[src/rtl/ad_ip_jesd204_tpl_adc_capture_ctrl_if.sv]
// Sample stream bundle around the TPL ADC capture controller:
// deframer beats in, DMA-facing per-channel valid/data out.
interface ad_ip_jesd204_tpl_adc_capture_ctrl_if #(
   parameter int NUM_CHANNELS    = 4,
   parameter int DATA_PATH_WIDTH = 2,
   parameter int BITS_PER_SAMPLE = 16,
   parameter int OCTETS_PER_BEAT = 4
);
   localparam int DATA_W = NUM_CHANNELS * DATA_PATH_WIDTH * BITS_PER_SAMPLE;

   logic                       in_valid;
   logic [OCTETS_PER_BEAT-1:0] in_sof;
   logic [DATA_W-1:0]          in_data;
   logic [NUM_CHANNELS-1:0]    adc_valid;
   logic [DATA_W-1:0]          adc_data;

   modport master (output in_valid, in_sof, in_data, input adc_valid, adc_data);
   modport slave  (input in_valid, in_sof, in_data, output adc_valid, adc_data);
endinterface

[src/rtl/ad_ip_jesd204_tpl_adc_capture_ctrl.sv]
// TPL ADC capture/sync controller: SOF-aligned, length-limited capture with optional
// continuous re-arm. Define ADC_CAPTURE_TIMEOUT_EN to add the ARMED/ALIGN timeout.
module ad_ip_jesd204_tpl_adc_capture_ctrl #(
   parameter int          NUM_CHANNELS      = 4,
   parameter int          DATA_PATH_WIDTH   = 2,
   parameter int          BITS_PER_SAMPLE   = 16,
   parameter int          OCTETS_PER_BEAT   = 4,
   parameter int          CAPTURE_CNT_WIDTH = 16,
   parameter int unsigned TIMEOUT_CYCLES    = 65535
) (
   input  logic                          clk,
   input  logic                          rst,
   ad_ip_jesd204_tpl_adc_capture_ctrl_if.slave bus,
   input  logic [NUM_CHANNELS-1:0]       enable,
   input  logic                          arm,
   input  logic                          abort,
   input  logic                          ext_sync_en,
   input  logic                          sync_in,
   input  logic                          continuous,
   input  logic [CAPTURE_CNT_WIDTH-1:0]  capture_len,
   output logic                          sync_status,
   output logic                          capture_done,
   output logic                          underrun,
   output logic [2:0]                    fsm_debug,
`ifdef ADC_CAPTURE_TIMEOUT_EN
   output logic                          timeout,
`endif
   output logic [31:0]                   counter_debug
);

   localparam int DATA_W = NUM_CHANNELS * DATA_PATH_WIDTH * BITS_PER_SAMPLE;

   localparam logic [2:0] ST_IDLE    = 3'd0;
   localparam logic [2:0] ST_ARMED   = 3'd1;
   localparam logic [2:0] ST_ALIGN   = 3'd2;
   localparam logic [2:0] ST_CAPTURE = 3'd3;
   localparam logic [2:0] ST_DONE    = 3'd4;
   localparam logic [2:0] ST_TIMEOUT = 3'd5;

   function automatic logic [31:0] sat_inc32(input logic [31:0] v);
      return (v == 32'hFFFF_FFFF) ? v : v + 32'd1;
   endfunction

   logic                          sync_meta_q, sync_s_q, sync_prev_q;
   logic                          sync_edge;
   logic [2:0]                    state_q, state_d;
   logic [CAPTURE_CNT_WIDTH-1:0]  len_q, len_d;
   logic [CAPTURE_CNT_WIDTH-1:0]  beat_cnt_q, beat_cnt_d, beat_next;
   logic [31:0]                   dbg_cnt_q, dbg_cnt_d;
   logic                          underrun_q, underrun_d;
   logic                          capture, last_beat;
   logic [NUM_CHANNELS-1:0]       adc_valid_q;
   logic [DATA_W-1:0]             adc_data_q;
`ifdef ADC_CAPTURE_TIMEOUT_EN
   logic [31:0]                   to_cnt_q, to_cnt_d;
   logic                          timeout_q, timeout_d;
   logic                          to_hit;
`endif

   // sync_in metastability pair plus a delayed copy for rising-edge detection
   always_ff @(posedge clk or posedge rst) begin
      if (rst) begin
         sync_meta_q <= 1'b0;
         sync_s_q    <= 1'b0;
         sync_prev_q <= 1'b0;
      end else begin
         sync_meta_q <= sync_in;
         sync_s_q    <= sync_meta_q;
         sync_prev_q <= sync_s_q;
      end
   end

   assign sync_edge = sync_s_q & ~sync_prev_q;
   assign beat_next = beat_cnt_q + 1'b1;
   // Length 0 never matches, so an unlimited capture only ends on abort.
   assign last_beat = (len_q != '0) && (beat_next == len_q);

   always_comb begin
      state_d    = state_q;
      len_d      = len_q;
      beat_cnt_d = beat_cnt_q;
      dbg_cnt_d  = dbg_cnt_q;
      underrun_d = underrun_q;
      capture    = 1'b0;
`ifdef ADC_CAPTURE_TIMEOUT_EN
      to_cnt_d   = to_cnt_q;
      timeout_d  = timeout_q;
      to_hit     = (to_cnt_q == 32'(TIMEOUT_CYCLES - 1));
`endif
      if (abort) begin
         state_d = ST_IDLE;
      end else begin
         case (state_q)
            ST_IDLE: begin
               if (arm) begin
                  state_d    = ST_ARMED;
                  len_d      = capture_len;
                  beat_cnt_d = '0;
                  dbg_cnt_d  = '0;
                  underrun_d = 1'b0;
`ifdef ADC_CAPTURE_TIMEOUT_EN
                  to_cnt_d   = '0;
                  timeout_d  = 1'b0;
`endif
               end
            end
            ST_ARMED: begin
`ifdef ADC_CAPTURE_TIMEOUT_EN
               if (to_hit) begin
                  state_d   = ST_TIMEOUT;
                  timeout_d = 1'b1;
               end else begin
                  to_cnt_d = to_cnt_q + 32'd1;
                  if (!ext_sync_en || sync_edge) state_d = ST_ALIGN;
               end
`else
               if (!ext_sync_en || sync_edge) state_d = ST_ALIGN;
`endif
            end
            ST_ALIGN: begin
               if (bus.in_valid && bus.in_sof[0]) begin
                  capture = 1'b1;
                  state_d = ST_CAPTURE;
`ifdef ADC_CAPTURE_TIMEOUT_EN
               end else if (to_hit) begin
                  state_d   = ST_TIMEOUT;
                  timeout_d = 1'b1;
               end else begin
                  to_cnt_d = to_cnt_q + 32'd1;
`endif
               end
            end
            ST_CAPTURE: begin
               if (bus.in_valid) capture = 1'b1;
               else              underrun_d = 1'b1;
            end
            default: state_d = ST_IDLE;
         endcase

         // Beat accounting shared by the first (SOF) beat and the following ones
         if (capture) begin
            beat_cnt_d = beat_next;
            dbg_cnt_d  = sat_inc32(dbg_cnt_q);
            if (last_beat) begin
               if (continuous) begin
                  state_d    = ST_ARMED;
                  len_d      = capture_len;
                  beat_cnt_d = '0;
`ifdef ADC_CAPTURE_TIMEOUT_EN
                  to_cnt_d   = '0;
`endif
               end else begin
                  state_d = ST_DONE;
               end
            end
         end
      end
   end

   always_ff @(posedge clk or posedge rst) begin
      if (rst) begin
         state_q     <= ST_IDLE;
         len_q       <= '0;
         beat_cnt_q  <= '0;
         dbg_cnt_q   <= '0;
         underrun_q  <= 1'b0;
         adc_valid_q <= '0;
         adc_data_q  <= '0;
      end else begin
         state_q     <= state_d;
         len_q       <= len_d;
         beat_cnt_q  <= beat_cnt_d;
         dbg_cnt_q   <= dbg_cnt_d;
         underrun_q  <= underrun_d;
         adc_valid_q <= capture ? enable : '0;
         if (capture) adc_data_q <= bus.in_data;
      end
   end

`ifdef ADC_CAPTURE_TIMEOUT_EN
   always_ff @(posedge clk or posedge rst) begin
      if (rst) begin
         to_cnt_q  <= '0;
         timeout_q <= 1'b0;
      end else begin
         to_cnt_q  <= to_cnt_d;
         timeout_q <= timeout_d;
      end
   end

   assign timeout = timeout_q;
`endif

   assign bus.adc_valid  = adc_valid_q;
   assign bus.adc_data   = adc_data_q;
   assign fsm_debug      = state_q;
   assign sync_status    = (state_q == ST_ARMED) || (state_q == ST_ALIGN);
   assign capture_done   = (state_q == ST_DONE);
   assign underrun       = underrun_q;
   assign counter_debug  = dbg_cnt_q;

endmodule

[src/flat_wrapper.sv]
// flat-port wrapper written by rule: the top's interface ports become plain ports
module ad_ip_jesd204_tpl_adc_capture_ctrl_flat 
#(
   parameter int          NUM_CHANNELS      = 4,
   parameter int          DATA_PATH_WIDTH   = 2,
   parameter int          BITS_PER_SAMPLE   = 16,
   parameter int          OCTETS_PER_BEAT   = 4,
   parameter int          CAPTURE_CNT_WIDTH = 16,
   parameter int unsigned TIMEOUT_CYCLES    = 65535
)
  (clk, rst, enable, arm, abort, ext_sync_en, sync_in, continuous, capture_len, sync_status, capture_done, underrun, fsm_debug, counter_debug, bus_in_valid, bus_in_sof, bus_in_data, bus_adc_valid, bus_adc_data);
  ad_ip_jesd204_tpl_adc_capture_ctrl_if #(.NUM_CHANNELS(NUM_CHANNELS), .DATA_PATH_WIDTH(DATA_PATH_WIDTH), .BITS_PER_SAMPLE(BITS_PER_SAMPLE), .OCTETS_PER_BEAT(OCTETS_PER_BEAT)) bus_i ();
  input  logic clk;
  input  logic rst;
  input  logic [NUM_CHANNELS-1:0] enable;
  input  logic arm;
  input  logic abort;
  input  logic ext_sync_en;
  input  logic sync_in;
  input  logic continuous;
  input  logic [CAPTURE_CNT_WIDTH-1:0] capture_len;
  output logic sync_status;
  output logic capture_done;
  output logic underrun;
  output logic [2:0] fsm_debug;
  output logic [31:0] counter_debug;
  input wire logic [$bits(bus_i.in_valid)-1:0] bus_in_valid;
  input wire logic [$bits(bus_i.in_sof)-1:0] bus_in_sof;
  input wire logic [$bits(bus_i.in_data)-1:0] bus_in_data;
  output wire logic [$bits(bus_i.adc_valid)-1:0] bus_adc_valid;
  output wire logic [$bits(bus_i.adc_data)-1:0] bus_adc_data;
  assign bus_i.in_valid = bus_in_valid;
  assign bus_i.in_sof = bus_in_sof;
  assign bus_i.in_data = bus_in_data;
  assign bus_adc_valid = bus_i.adc_valid;
  assign bus_adc_data = bus_i.adc_data;
  ad_ip_jesd204_tpl_adc_capture_ctrl #(.NUM_CHANNELS(NUM_CHANNELS), .DATA_PATH_WIDTH(DATA_PATH_WIDTH), .BITS_PER_SAMPLE(BITS_PER_SAMPLE), .OCTETS_PER_BEAT(OCTETS_PER_BEAT), .CAPTURE_CNT_WIDTH(CAPTURE_CNT_WIDTH), .TIMEOUT_CYCLES(TIMEOUT_CYCLES)) u_core (.clk(clk), .rst(rst), .bus(bus_i), .enable(enable), .arm(arm), .abort(abort), .ext_sync_en(ext_sync_en), .sync_in(sync_in), .continuous(continuous), .capture_len(capture_len), .sync_status(sync_status), .capture_done(capture_done), .underrun(underrun), .fsm_debug(fsm_debug), .counter_debug(counter_debug));
endmodule
[config.mk]
export PLATFORM = sky130hd
export DESIGN_NAME = ad_ip_jesd204_tpl_adc_capture_ctrl_flat
export DESIGN_NICKNAME = d
export VERILOG_FILES = /design/src/rtl/ad_ip_jesd204_tpl_adc_capture_ctrl_if.sv /design/src/rtl/ad_ip_jesd204_tpl_adc_capture_ctrl.sv /design/src/flat_wrapper.sv
export SDC_FILE = /design/constraint.sdc
export NUM_CORES = 1
export LEC_CHECK = 0
export BUFFER_PORTS_ARGS = -buffer_cell sky130_fd_sc_hd__clkbuf_2
export CAP_MARGIN = 20
export CELL_PAD_IN_SITES_DETAIL_PLACEMENT = 1
export CELL_PAD_IN_SITES_GLOBAL_PLACEMENT = 1
export CORE_MARGIN = 2
export CORE_UTILIZATION = 35
export DETAILED_ROUTE_END_ITERATION = 8
export PLACE_DENSITY = 0.75
export SYNTH_ARGS = -nofsm -noshare
export SYNTH_HDL_FRONTEND = slang
export SYNTH_SLANG_ARGS = --single-unit
[constraint.sdc]
create_clock -name clk -period 6.8 [get_ports clk]
set_clock_uncertainty 0.15 [all_clocks]
set_input_delay 0.68 -clock clk [delete_from_list [all_inputs] [get_ports clk]]
set_output_delay 0.68 -clock clk [all_outputs]
set_load 0.05 [all_outputs]
Word level (Yosys, flattened, before mapping)
Index checks and enable logic that the tools add are counted.

Add/subtract/negate cells: 2. Reduce and logical (&&, ||, !) cells: 13. Bitwise logic cells: 3. Equality and inequality tests: 9. Muxes and demuxes: 31.

Operators by type and width (count): 16-bit 2-to-1 mux (10); 32-bit 2-to-1 mux (4); 32-bit by 1-bit adder with 32-bit output, second input constant (1); 32-bit equality test, second input constant (1); 3-bit 2-to-1 mux (7); 16-bit by 1-bit adder with 16-bit output, second input constant (1); 16-bit equality test (1); 16-bit nonzero test (1); 3-bit case mux with 4 select lines (1); 4-bit AND reduction (2); 3-bit by 2-bit equality test with 1-bit output, second input constant (2); 1-bit 2-to-1 mux (6); 2-bit != test, second input constant (3); 2-bit nonzero test (3); 4-bit 2-to-1 mux (1); 1-bit case mux with 2 select lines (2); 3-bit by 1-bit equality test with 1-bit output, second input constant (1); 3-bit equality test, second input constant (1); 3-bit zero test (1); 3-bit AND reduction (1); 1-bit logical AND (2); 1-bit logical OR (2); 1-bit inverter (2); 1-bit AND (1); 1-bit zero test (1).

Input bits: 160. Word-level logic and storage cells: 68. Bits in registers: 203. Output and inout port bits: 170.

Logic depth before layout (Yosys ltp)
Depth in word-level cells: 8. Depth in mapped cells: 11. Depth with buffers taken out: 8.

Worst setup path after synthesis
OpenSTA, ideal clock, no wires.

Path kind: reg2out. Start: register u_core.state_q[1], in the netlist u_core.fsm_debug[1]. End: output capture_done. Data required time: 5.970 ns. Path slack: 3.946 ns. Arrival: 2.024 ns. Stages on the path, launching flop included: 3. Path through: dfrtp_1 > clkbuf_1 > nor3b_1.

Cells in the longest elaborated chain, start to end: 1.

Ends and longest elaborated chain: start: declaration (RTL line ad_ip_jesd204_tpl_adc_capture_ctrl.sv:46) `logic [2:0] state_q, state_d;`; start signal: assignment (RTL line ad_ip_jesd204_tpl_adc_capture_ctrl.sv:170) `state_q <= state_d;`; 3-bit equality test (RTL line ad_ip_jesd204_tpl_adc_capture_ctrl.sv:198) `assign capture_done = (state_q == ST_DONE);`; end: declaration (RTL line flat_wrapper.sv:23) `output logic capture_done;`.

No other way between the ends.

Worst setup path in the final report
Start: register u_core.beat_cnt_q[3]. End: register u_core.len_q[15].

Cells in the longest elaborated chain, start to end: 5.

Ends and longest elaborated chain: start: declaration (RTL line ad_ip_jesd204_tpl_adc_capture_ctrl.sv:48) `logic [CAPTURE_CNT_WIDTH-1:0] beat_cnt_q, beat_cnt_d, beat_next;`; start signal: assignment (RTL line ad_ip_jesd204_tpl_adc_capture_ctrl.sv:172) `beat_cnt_q <= beat_cnt_d;`; 16-bit by 1-bit adder with 16-bit output (RTL line ad_ip_jesd204_tpl_adc_capture_ctrl.sv:74) `assign beat_next = beat_cnt_q + 1'b1;`; 16-bit equality test (RTL line ad_ip_jesd204_tpl_adc_capture_ctrl.sv:76) `assign last_beat = (len_q != '0) && (beat_next == len_q);`; 1-bit logical AND (RTL line ad_ip_jesd204_tpl_adc_capture_ctrl.sv:76); 16-bit 2-to-1 mux (RTL line ad_ip_jesd204_tpl_adc_capture_ctrl.sv:144) `if (last_beat) begin`; 16-bit 2-to-1 mux (RTL line ad_ip_jesd204_tpl_adc_capture_ctrl.sv:141) `if (capture) begin`; end signal: assignment (RTL line ad_ip_jesd204_tpl_adc_capture_ctrl.sv:171) `len_q <= len_d;`; end: declaration (RTL line ad_ip_jesd204_tpl_adc_capture_ctrl.sv:47) `logic [CAPTURE_CNT_WIDTH-1:0] len_q, len_d;`.

No other way between the ends. A chain may end at the register's enable or synchronous reset.

==> insert_results.sql <==
INSERT INTO impl_metrics (metric_group, metric, value, unit) VALUES
('logic_synthesis', 'yosys-top-cells-area', 'sky130_fd_sc_hd__dfrtp_1 56%, sky130_fd_sc_hd__mux2_2 17%, sky130_fd_sc_hd__xnor2_1 3.7%, sky130_fd_sc_hd__nor2_1 1.9%, sky130_fd_sc_hd__mux2_4 1.7%', ''),
('logic_synthesis', 'synth_area_per_cell', '12.56', 'um^2'),
('power_and_ir_drop', 'power.ir.vdd_worst', '350.5', 'uV'),
('critical_path', 'crit_path_end_kind', 'register', ''),
('global_routing', 'grt_start_max_net_pins', '131', ''),
('logic_synthesis', 'synth_instances', '718', ''),
('placement', 'place_area', '10970', 'um^2'),
('sta', 'maxSlewHeadroom', '24.96', '%'),
('cts', 'clockBufferDepth', '3', ''),
('cts', 'hold_buffers', '0', ''),
('critical_path', 'rr_worst_depth', '7', ''),
('sta', 'finalHoldViolations', '0', ''),
('critical_path', 'r2r-start', 'u_core.beat_cnt_q[3]', ''),
('cts', 'cts_htree_levels', '1', ''),
('hold_path', 'min_path_cells', '1', ''),
('cts', 'post_cts_resized', '0', ''),
('sta', 'worst_slew_pin_slew', '1.126', 'ns'),
('drt', 'detail_route.vias_per_cell', '5.023', ''),
('logic_synthesis', 'ys_seq_area_share', '56.34', '%'),
('placement', 'routabilityCongestion', '0.8078', ''),
('critical_path', 'critPathArrivalTime', '3.55', 'ns'),
('logic_synthesis', 'synth.largest_area_cell', 'sky130_fd_sc_hd__dfrtp_1', ''),
('cts', 'clock_sinks', '203', ''),
('drt', 'drt_drc_violations_left', '0', ''),
('floorplanning', 'die-height', '164.5', 'um'),
('status', 'run_status', 'complete, no violations', ''),
('final_layout', 'final_cell_mix', '326 x sky130_fd_sc_hd__clkbuf_2, 203 x sky130_fd_sc_hd__dfrtp_1, 136 x sky130_fd_sc_hd__mux2_2, 46 x sky130_fd_sc_hd__nor2_1, 38 x sky130_fd_sc_hd__xnor2_1', ''),
('floorplanning', 'dieArea', '27060', 'um^2'),
('final_layout', 'area_growth', '31.06', '%'),
('logic_synthesis', 'synthArstFlopShare', '100.0', '%'),
('logic_synthesis', 'postSynthNetCount', '880', ''),
('placement', 'placed_cells', '1343', ''),
('floorplanning', 'floorplan.die.width', '164.5', 'um'),
('critical_path', 'worstSetupPathType', 'reg2reg', ''),
('final_layout', 'final.fill_count', '2812', ''),
('sta', 'final-max-slew-violation-count', '0', ''),
('final_layout', 'final_cells', '1387', ''),
('logic_synthesis', 'post_synth_num_cell_types', '56', ''),
('drt', 'wl_per_cell', '19.54', 'um'),
('final_layout', 'multi_input_comb_area', '3714', 'um^2'),
('cts', 'postCtsSetupBuffers', '0', ''),
('job', 'timing.max_cap.violations', '0', ''),
('drt', 'first_iter_violations', '465', ''),
('drt', 'dr_total_vias', '6967', ''),
('logic_synthesis', 'synthesis.area', '9016', 'um^2'),
('global_routing', 'antenna_found_initial', '0', ''),
('logic_synthesis', 'synth-edff-count', '0', ''),
('critical_path', 'worstReg2RegEnd', 'u_core.len_q[15]', ''),
('sta', 'grt_setup_unrepaired', 'no', ''),
('cts', 'clk_pin_slew', '0.06', 'ns'),
('floorplanning', 'floorplan_core_area', '25250', 'um^2'),
('sta', 'min_tclk_post_route', '3.321', 'ns'),
('floorplanning', 'floorplan.initialDensity', '35.70', '%'),
('placement', 'dpl.hpwl', '19.60', 'mm'),
('floorplanning', 'rows', '58', ''),
('sta', 'timing.final.setup_violations', '0', ''),
('global_routing', 'first_pass_grt_wire_length', '41.37', 'mm'),
('cts', 'cts_root_cell', 'sky130_fd_sc_hd__clkbuf_16', ''),
('sta', 'finalSetupTns', '0', 'ns'),
('cts', 'tritoncts', 'built', ''),
('power_and_ir_drop', 'cellLeakagePower', '5.717', 'nW'),
('global_routing', 'grt_use_total', '19.45', '%'),
('placement', 'buffer_ports.inserted', '326', ''),
('hold_path', 'hold-path-endpoint', 'u_core.sync_meta_q', ''),
('cts', 'cts_buffers', '25', ''),
('critical_path', 'worst_setup_path_start_kind', 'register', ''),
('critical_path', 'reg2reg_slack', '3.48', 'ns'),
('logic_synthesis', 'ys_ff_latch', '203', ''),
('drt', 'drt.antenna.violating_nets', '0', ''),
('drt', 'detail_route.first_pass.iterations', '5', ''),
('hold_path', 'hold_wc_path_type', 'in2reg', '');
-- routing by layer --
metal / routed length (um) / global-route usage (%) / vias up
li1: - / - / 3216
met1: 10910 / 24.42 / 3471
met3: 1779 / 4.746 / 48
met5: 0 / 0 / -
met2: 13440 / 32.75 / 232
met4: 962 / 6.798 / 0
-- synth_stat cells (6+ instances only) --
| master | number |
|---|---|
| sky130_fd_sc_hd__and3_1 | 11 |
| sky130_fd_sc_hd__and4_1 | 6 |
| sky130_fd_sc_hd__nand3_1 | 18 |
| sky130_fd_sc_hd__a31oi_1 | 10 |
| sky130_fd_sc_hd__nor4_1 | 18 |
| sky130_fd_sc_hd__nor2_1 | 46 |
| sky130_fd_sc_hd__mux2_4 | 10 |
| sky130_fd_sc_hd__dfrtp_1 | 203 |
| sky130_fd_sc_hd__o21ai_0 | 12 |
| sky130_fd_sc_hd__or3_1 | 9 |
| sky130_fd_sc_hd__nand4_1 | 23 |
| sky130_fd_sc_hd__mux2_2 | 136 |
| sky130_fd_sc_hd__nor3_1 | 17 |
| sky130_fd_sc_hd__a21oi_1 | 7 |
| sky130_fd_sc_hd__xor2_1 | 11 |
| sky130_fd_sc_hd__clkbuf_1 | 30 |
| sky130_fd_sc_hd__nand2_1 | 32 |
| sky130_fd_sc_hd__xnor2_1 | 38 |
| sky130_fd_sc_hd__inv_1 | 17 |
-- how the worst max path moves through the flow --
stage	start	to	slack [ns]	cells past startpoint
after global routing	u_core.beat_cnt_q[3]	u_core.len_q[15]	3.19	7
after detailed placement	bus_in_valid	u_core.counter_debug[3]	3.45	7
final	u_core.beat_cnt_q[3]	u_core.len_q[15]	3.48	7
after CTS	u_core.beat_cnt_q[3]	u_core.len_q[4]	3.48	7
after global placement	bus_in_sof[0]	u_core.counter_debug[3]	3.49	7
after floorplan	rst	u_core.beat_cnt_q[0]	0.43	1
-- worst max-delay path, stage by stage (launching register included) --
cell and delay, ns:
sky130_fd_sc_hd__dfrtp_1 0.60, sky130_fd_sc_hd__nand4_4 0.26, sky130_fd_sc_hd__nor4_1 0.35, sky130_fd_sc_hd__mux2_2 0.41, sky130_fd_sc_hd__a2111oi_4 0.42, sky130_fd_sc_hd__and4b_1 0.30, sky130_fd_sc_hd__a31oi_4 0.29, sky130_fd_sc_hd__mux2_4 0.41
-- cells by family after synthesis --
family,count (synthesis),synth area share (%)
flip-flops,203,56.34
AO/OA/AOI/OAI,51,4.122
XOR/XNOR,49,4.760
AND/OR/NAND/NOR,209,13.09
buffers and inverters,56,2.539
multiplexers,148,18.87
adder cells (fa/ha/maj),2,0.2775
-- per-stage QoR --
stage / utilization [%] / setup WS, ns / total power [W] / hold WS [ns]
global placement: 43.44 / 3.486 / 0.003580 / 0.1836
finish: 46.79 / 3.479 / 0.004963 / 0.1323
global route: 46.77 / 3.192 / 0.005172 / 0.1148
CTS: 46.77 / 3.483 / 0.005022 / 0.1076
detailed placement: 43.44 / 3.453 / 0.003635 / 0.1918
floorplan: - / 0.4309 / 0.003107 / 0.1812
-- state kept, by name, indices dropped and copies added, names as in the netlist --
| signal | cells |
|---|---|
| u_core.underrun | 1 |
| u_core.fsm_debug | 3 |
| u_core.bus.adc_valid | 4 |
| u_core.sync_s_q | 1 |
| u_core.bus.adc_data | 128 |
| u_core.len_q | 16 |
| u_core.sync_prev_q | 1 |
| u_core.sync_meta_q | 1 |
| u_core.counter_debug | 32 |
| u_core.beat_cnt_q | 16 |
-- layout make-up --
| class | instances | share of cell area, % |
|---|---|---|
| multi-input cells | 459 | 31.43 |
| diodes | 2 | 0.04236 |
| flip-flops and latches | 203 | 42.99 |
| clock inverters | 6 | 0.8895 |
| well taps | 330 | 3.494 |
| repair buffers | 334 | 14.32 |
| inverters | 17 | 0.6036 |
| clock buffers | 36 | 6.237 |
-- where the power goes --
part	internal, W	leakage, nW	switching [W]
combinational	0.000497	2.70	0.00139
clock	0.000857	0.417	0.000497
sequential	0.00152	2.60	0.000202
Power figures use the tool's default switching activity.
